==> config.mk <==
export PLATFORM = sky130hd
export DESIGN_NAME = pc_gen
export DESIGN_NICKNAME = d
export VERILOG_FILES = /design/src/rtl/pc_gen.sv
export SDC_FILE = /design/constraint.sdc
export NUM_CORES = 1
export LEC_CHECK = 0
export ABC_AREA = 1
export BUFFER_PORTS_ARGS = -buffer_cell sky130_fd_sc_hd__buf_2
export CORE_ASPECT_RATIO = 0.9
export CORE_MARGIN = 5
export CORE_UTILIZATION = 50
export CTS_BUF_LIST = sky130_fd_sc_hd__clkbuf_4 sky130_fd_sc_hd__clkbuf_8 sky130_fd_sc_hd__clkbuf_16
export CTS_CLUSTER_DIAMETER = 120
export DETAILED_ROUTE_END_ITERATION = 6
export PLACE_DENSITY = 0.75
export SYNTH_ARGS = -nofsm -noshare
export SYNTH_HDL_FRONTEND = slang
export SYNTH_SLANG_ARGS = --single-unit
==> constraint.sdc <==
create_clock -name clk -period 6.35 [get_ports clk]
set_input_delay 0.3175 -clock clk [delete_from_list [all_inputs] [get_ports clk]]
set_output_delay 0.3175 -clock clk [all_outputs]
set_load 0.01 [all_outputs]
==> src/rtl/pc_gen.sv <==
// ---------------------------------------------------------------------------
// pc_gen -- fetch-address generator for the F stage.
//
// Holds the registered fetch address F_pc and resolves the branch/jump
// decision of the instruction currently in D. A taken decision that cannot
// be applied because instruction memory is not accepting this cycle is
// parked in a pending target register and applied on the next advance.
//
// Parameters
//   RESET_PC  : fetch address loaded by reset (default 32'h0000_3000)
//   ADDR_W    : PC width, 30..32; upper bits beyond ADDR_W are dropped
//
// Ports
//   clk       in   single clock, all state updates on the rising edge
//   reset     in   synchronous, active-high
//   stall     in   hazard freeze of F and D; PC holds, D decision ignored
//   im_ready  in   instruction memory accepts F_pc this cycle
//   D_valid   in   D holds a real, non-nullified instruction
//   NPCOp     in   D branch/jump class (see npc_op_e; 13-15 act as seq)
//   D_pc      in   PC of the D instruction
//   imm26     in   instruction index field; [15:0] is the branch offset
//   RD1, RD2  in   forwarded rs / rt values
//   F_pc      out  registered fetch address
//   redirect  out  D decision taken and accepted this cycle
//   D_link    out  taken link op; link address is D_pc+8
//   pending   out  a redirect is latched and not yet applied
//   F_nullify out  instruction fetched at F_pc is killed on entry to D
//
// Configuration
//   PC_GEN_BRANCH_LIKELY_EN : when defined, an accepted not-taken bgezall
//   nullifies the following fetch. When undefined, bgezall behaves as
//   bgezal and F_nullify is tied low.
// ---------------------------------------------------------------------------
module pc_gen #(
    parameter logic [31:0] RESET_PC = 32'h0000_3000,
    parameter int unsigned ADDR_W   = 32
) (
    input  logic              clk,
    input  logic              reset,
    input  logic              stall,
    input  logic              im_ready,
    input  logic              D_valid,
    input  logic [3:0]        NPCOp,
    input  logic [ADDR_W-1:0] D_pc,
    input  logic [25:0]       imm26,
    input  logic [31:0]       RD1,
    input  logic [31:0]       RD2,
    output logic [ADDR_W-1:0] F_pc,
    output logic              redirect,
    output logic              D_link,
    output logic              pending,
    output logic              F_nullify
);

    typedef enum logic [3:0] {
        OP_SEQ     = 4'd0,
        OP_BEQ     = 4'd1,
        OP_BNE     = 4'd2,
        OP_BLEZ    = 4'd3,
        OP_BGTZ    = 4'd4,
        OP_BLTZ    = 4'd5,
        OP_BGEZ    = 4'd6,
        OP_J       = 4'd7,
        OP_JAL     = 4'd8,
        OP_JR      = 4'd9,
        OP_JALR    = 4'd10,
        OP_BGEZAL  = 4'd11,
        OP_BGEZALL = 4'd12
    } npc_op_e;

    localparam logic [ADDR_W-1:0] RESET_PC_W = RESET_PC[ADDR_W-1:0];
    localparam logic [ADDR_W-1:0] PC_STEP    = ADDR_W'(4);

    npc_op_e           op;
    logic              accepted;
    logic              advance;
    logic              taken;
    logic              is_link;
    logic              rd1_neg;
    logic              rd1_zero;
    logic [31:0]       br_off;
    logic [ADDR_W-1:0] br_tgt;
    logic [ADDR_W-1:0] j_tgt;
    logic [ADDR_W-1:0] target;
    logic [ADDR_W-1:0] pend_tgt;

    // Codes 13-15 are outside the enum and fall to the default (sequential).
    assign op       = npc_op_e'(NPCOp);
    assign accepted = D_valid && !stall;
    assign advance  = im_ready && !stall;

    assign rd1_neg  = RD1[31];
    assign rd1_zero = (RD1 == 32'd0);

    // Branch offset is formed at 32 bits, then truncated so that narrow
    // PCs wrap modulo 2^ADDR_W exactly like the full-width sum.
    assign br_off = {{14{imm26[15]}}, imm26[15:0], 2'b00};
    assign br_tgt = D_pc + PC_STEP + br_off[ADDR_W-1:0];
    assign j_tgt  = {D_pc[ADDR_W-1:28], imm26, 2'b00};

    // Decision logic depends only on D-side inputs and stall, never on
    // im_ready, so there is no path from memory handshake to redirect.
    always_comb begin
        taken   = 1'b0;
        is_link = 1'b0;
        target  = br_tgt;
        case (op)
            OP_BEQ:  taken = (RD1 == RD2);
            OP_BNE:  taken = (RD1 != RD2);
            OP_BLEZ: taken = rd1_neg || rd1_zero;
            OP_BGTZ: taken = !rd1_neg && !rd1_zero;
            OP_BLTZ: taken = rd1_neg;
            OP_BGEZ: taken = !rd1_neg;
            OP_J: begin
                taken  = 1'b1;
                target = j_tgt;
            end
            OP_JAL: begin
                taken   = 1'b1;
                is_link = 1'b1;
                target  = j_tgt;
            end
            OP_JR: begin
                taken  = 1'b1;
                target = RD1[ADDR_W-1:0];
            end
            OP_JALR: begin
                taken   = 1'b1;
                is_link = 1'b1;
                target  = RD1[ADDR_W-1:0];
            end
            OP_BGEZAL, OP_BGEZALL: begin
                taken   = !rd1_neg;
                is_link = !rd1_neg;
            end
            default: begin
                taken   = 1'b0;
                is_link = 1'b0;
            end
        endcase
    end

    assign redirect = accepted && taken;
    assign D_link   = accepted && is_link;

    always_ff @(posedge clk) begin
        if (reset) begin
            F_pc     <= RESET_PC_W;
            pending  <= 1'b0;
            pend_tgt <= '0;
        end else if (advance) begin
            if (pending) begin
                // Older parked target goes first; a coincident redirect is
                // parked behind it, so pending stays set in that case.
                F_pc <= pend_tgt;
                if (redirect) begin
                    pend_tgt <= target;
                end else begin
                    pending <= 1'b0;
                end
            end else if (redirect) begin
                F_pc <= target;
            end else begin
                F_pc <= F_pc + PC_STEP;
            end
        end else if (redirect) begin
            // Latest redirect wins while waiting for memory.
            pend_tgt <= target;
            pending  <= 1'b1;
        end
    end

`ifdef PC_GEN_BRANCH_LIKELY_EN
    // Not-taken branch-likely kills the fetch behind it; the flag survives
    // until the next advance consumes that fetch.
    always_ff @(posedge clk) begin
        if (reset) begin
            F_nullify <= 1'b0;
        end else if (accepted && (op == OP_BGEZALL) && !taken) begin
            F_nullify <= 1'b1;
        end else if (advance) begin
            F_nullify <= 1'b0;
        end
    end
`else
    assign F_nullify = 1'b0;
`endif

endmodule

# Word level (Yosys, flattened, before mapping)
# Index checks and enable logic that the tools add are counted.
[totals]
input_bits = 131
reg_bits = 65
out_inout_bits = 36
[op_classes]
mux = 12
addsub = 3
eq_ne = 15
n_reduce_logical = 17
[ops]
columns = ["cell", "count"]
rows = [
  ["$mux W32", 5],
  ["$add A32 B3 Y32 const B", 2],
  ["$pmux W32 S2", 1],
  ["$add A32 B32 Y32", 1],
  ["$eq A32 B32 Y1", 1],
  ["$logic_not A32 Y1", 1],
  ["$ne A32 B32 Y1", 1],
  ["$eq A4 B4 Y1 const B", 5],
  ["$eq A4 B3 Y1 const B", 4],
  ["$eq A4 B2 Y1 const B", 2],
  ["$reduce_or A2 Y1", 4],
  ["$pmux W1 S7", 1],
  ["$logic_and A1 B1 Y1", 5],
  ["$eq A4 B1 Y1 const B", 1],
  ["$mux W1", 4],
  ["$reduce_or A4 Y1", 1],
  ["$logic_not A1 Y1", 3],
  ["$reduce_or A3 Y1", 1],
  ["$ne A2 B2 Y1 const B", 1],
  ["$pmux W1 S2", 1],
  ["$reduce_bool A2 Y1", 1],
  ["$logic_or A1 B1 Y1", 1],
]

# Depth between registers and ports, before layout
[depth]
depth_word = 8
depth_mapped = 19
mapped_depth_nobuf = 19

# Least setup slack after synthesis
# Ideal clock, no wire load.
[synth_timing]
path_kind = "input to register"
startpoint = "in D_pc[3]"
endpoint = "reg F_pc[31]"
setup_ns = 0.132
setup_slack_ns = 3.906
n_path_buf = 0
cell_stages = 17
arrival_ns = 2.312
path_cell_list = "ha_1 > ha_1 > fa_1 > nand3_1 > nand3_1 > nand2_1 > nand2_1 > nand2_1 > nand2_1 > nand2_1 > nand3_1 > nand2_1 > nor2_1 > nor2_1 > nand3_1 > nand3_1 > a21oi_1"
[synth_between]
elab_chain_cells = 5
[synth_lines]
columns = ["item", "line", "rtl"]
rows = [
  ["start, declared", "44", "input logic [ADDR_W-1:0] D_pc,"],
  ["$add A32 B3 Y32", "98", "assign br_tgt = D_pc + PC_STEP + br_off[ADDR_W-1:0];"],
  ["$add A32 B32 Y32", "98", ""],
  ["$pmux W32 S2", "107", "case (op)"],
  ["$mux W32", "161", "end else if (redirect) begin"],
  ["$mux W32", "152", "if (pending) begin"],
  ["end signal, assigned", "155", "F_pc <= pend_tgt;"],
  ["end signal, assigned", "162", "F_pc <= target;"],
  ["end signal, assigned", "164", "F_pc <= F_pc + PC_STEP;"],
  ["end, declared", "48", "output logic [ADDR_W-1:0] F_pc,"],
]
# No other way between the ends.
# A chain may end at the register's enable or synchronous reset.

# Final worst setup path
[layout_timing]
startpoint = "in NPCOp[1]"
endpoint = "reg F_pc[0]"
[layout_between]
elab_chain_cells = 6
elab_cells_between_ends = 21
cone_classes = "eq/ne (12); mux (4); reduce/logical (5)"
[layout_lines]
columns = ["item", "line", "rtl"]
rows = [
  ["start, declared", "43", "input logic [3:0] NPCOp,"],
  ["$eq A4 B4 Y1 / $eq A4 B3 Y1 (equally long branches)", "107", ""],
  ["$reduce_or A4 Y1 (no source line) / $reduce_or A3 Y1 (equally long branches)", "--", ""],
  ["$pmux W1 S7", "107", ""],
  ["$logic_and A1 B1 Y1", "143", "assign redirect = accepted && taken;"],
  ["$mux W32 *", "161", ""],
  ["$mux W32 *", "152", ""],
]
# Every way passes the cells marked *; elsewhere a longest branch is shown, timed or not.

==> flow_summary.ini <==
[status]
outcome = finished clean

[synth]
netlist_area_um2 = 7710
post-synth-top-area-fraction_pct = 19.6
syn_avg_cell_area_um2 = 5.63
synth_cell_types = 44
yosysSeqAreaShare_pct = 16.9
synthCells = 1371
synth-seq-cells = 65
synth_nets = 1561
yosys-top-cells-area = nand2_1 20%, dfxtp_1 17%, inv_1 11%
yosys_warnings = 0
yosysTopAreaCell = nand2_1

[grt]
antenna_found_initial = 0
grt_pass1_vias = 8295
grt_usage_pct = 27.7
grt_pass1_wl_um = 40500
grt_max_degree = 56
gr-total-overflow = 0

[sta]
finalWorstPathRequiredPeriod_ps = 3140
maxSlewViolCount = 0
hold_viol_final = 0
worstMarginPinSlew_ps = 1010
relSlewSlack_pct = 32.2
max_freq_mhz = 318
period_share_pct = 49.5
skew_ps = 2.58
setup_viol = 0
final.setup.tns_ps = 0
rsz0062_at_grt = false

[clock_network]
post_cts_buffers = 0
ctsHoldBuffers = 0
clockBufferDepth = 2
numCtsBuffers = 9
cts_tree = built
clock-sinks = 65
cts_root_buffer = clkbuf_16
cts_resized = 0
htree_levels = 3
cts.clk_slew.worst_paths_ps = 50
clock_latency_ps = 340

[worst_setup_path]
cp_slowest_cell = nor2_4
crit_chain = buf_2, nor2_1, inv_2, nand3_4, inv_2, nor2_4, nand3_2, a21oi_2, nand4_4, nand2_4, nand2_1, nand2_1, nand2_1, nand2_1, nor2_1
crit_required_ps = 6580
crit_arrival_ps = 3370
crit_type = input pin to flip-flop
ff2ff_setup_slack_ps = 3840
end_kind = flip-flop
crit_path_max_incr_delay_ps = 650
worstPathMaxFanout = 31
path_common_cell = nand2_1
critPathLaunchType = input pin

[place]
place_area_um2 = 8610
dpl.hpwl_um = 20800
globalplace.congestion = 0.926
port_buffers = 165

[floorplan]
die_h_um = 128
start_util_pct = 50.5
core_area_um2 = 15300
dieArea_um2 = 18000
die_w_um = 141
fp-row-count = 43
num_io_pins = 167

[final_layout]
nets = 1699
diodes = 0
syn2layout_area_growth_pct = 15.1
fin_area_um2 = 8870
drive_above_1_share_pct = 13.1
fill_cells = 1648

[route]
routedWlPerCell_um = 14.9
ant_nets = 0
via_per_inst = 5.32
route.detailed.drc = 0
first_pass_iters = 7
drt_first_iter_violations = 866
via_count = 9120
wirelength_um = 25500

[min_path]
hold_path.class = input pin to flip-flop

[pwr]
powerDensity_nw_per_um2 = 169
power_leakage_nw = 4.71
irDropWorstVdd_uv = 138

[flow_run]
cap_viol_max_count = 0
## path summary, 6_finish.rpt
kind | depth (start not counted) | startpoint | end
max | 15 | NPCOp[1] | F_pc[0]
min | 5 | D_pc[0] | F_pc[0]
max reg2reg | 5 | pending | pend_tgt[10]
min reg2reg | 2 | pend_tgt[18] | pend_tgt[18]
## power by group
part | internal [mW] | leakage (nW) | switching [mW] | total, mW
clock network | 0.276 | 0.133 | 0.172 | 0.448
logic | 0.210 | 4.05 | 0.392 | 0.601
registers | 0.429 | 0.528 | 0.0191 | 0.448
total | 0.915 | 4.71 | 0.583 | 1.50
## flip-flops by register name, indices dropped and copies added, names as in the netlist
name      cells
pend_tgt     32
pending       1
F_pc         32
## synth_stat cells (all sizes together)
library cell and instances:
nand2 404, inv 236, nor2 130, nand3 127
a21oi 109, dfxtp 65, ha 58, o21ai 57
nand4 34, xnor2 30, clkbuf 22, nor3 20
buf 19, xor2 18, nand3b 12, and2 5
o221ai 5, a22o 3, a31oi 3, o21bai 3
nor4 2, o211ai 2, a21o 1, a221oi 1
conb 1, fa 1, nor3b 1, o21a 1
or2 1
## area by class of cell
| cell class | instances | area, um2 | area share (%) |
|---|---|---|---|
| Clock buffer | 13 | 255 | 2.88 |
| Clock inverter | 1 | 5.00 | 0.0564 |
| Inverter | 236 | 886 | 9.98 |
| Multi-Input combinational cell | 1029 | 5330 | 60.0 |
| Sequential cell | 65 | 1300 | 14.7 |
| Tap cell | 202 | 253 | 2.85 |
| Timing Repair Buffer | 168 | 848 | 9.56 |
## layer usage
layer / global-route usage, % / wire length, um
met1: 37.7 / 11500
met2: 45.6 / 11100
met3: 4.96 / 2310
met4: 7.24 / 619
met5: 0 / 0
## metrics by stage
| step | total power, mW | hold WS (ps) | utilization (%) | worst slack [ps] | std cells |
|---|---|---|---|---|---|
| floorplan | 0.859 | 430 | - | 3910 | 1371 |
| global placement | 1.04 | 441 | 56.4 | 3100 | 1700 |
| detailed placement | 1.04 | 448 | 56.4 | 2970 | 1700 |
| CTS | 1.49 | 421 | 58.1 | 3310 | 1714 |
| global route | 1.60 | 450 | 58.1 | 2980 | 1714 |
| finish | 1.50 | 434 | 58.1 | 3210 | 1714 |
## logic make-up (layout without fill, tap and decap cells)
family | count (synthesis) | count (layout) | share of synthesized area, %
buf+inv | 277 | 418 | 14.1
other cells | 1 | 1 | 0.0486
fa+ha+maj | 59 | 59 | 9.67
flops | 65 | 65 | 16.9
xor+xnor | 48 | 48 | 5.45
simple gates | 736 | 736 | 41.1
compound gates | 185 | 185 | 12.8
## worst max-delay path, delay by kind of cell
kind	cells	cell delay, ps
buffers and inverters	3	370
and+or+nand+nor	11	2430
AOI/OAI and AO/OA	1	210
## cells in the final DEF (no fill, tap or decap), drive strengths merged
| cell | netlist | routed |
|---|---|---|
| nand2 | 404 | 404 |
| a221oi | 1 | 1 |
| nor3b | 1 | 1 |
| clkbuf | 22 | 13 |
| ha | 58 | 58 |
| o211ai | 2 | 2 |
| xnor2 | 30 | 30 |
| and2 | 5 | 5 |
| fa | 1 | 1 |
| nand3 | 127 | 127 |
| o21ai | 57 | 57 |
| a31oi | 3 | 3 |
| clkinv | 0 | 1 |
| nor3 | 20 | 20 |
| buf | 19 | 168 |
| o221ai | 5 | 5 |
| nand4 | 34 | 34 |
| a21oi | 109 | 109 |
| o21bai | 3 | 3 |
| nor4 | 2 | 2 |
| dfxtp | 65 | 65 |
| or2 | 1 | 1 |
| inv | 236 | 236 |
| o21a | 1 | 1 |
| conb | 1 | 1 |
| nand3b | 12 | 12 |
| a22o | 3 | 3 |
| xor2 | 18 | 18 |
| a21o | 1 | 1 |
| nor2 | 130 | 130 |
Note: power is estimated with default switching activity, not from simulation.
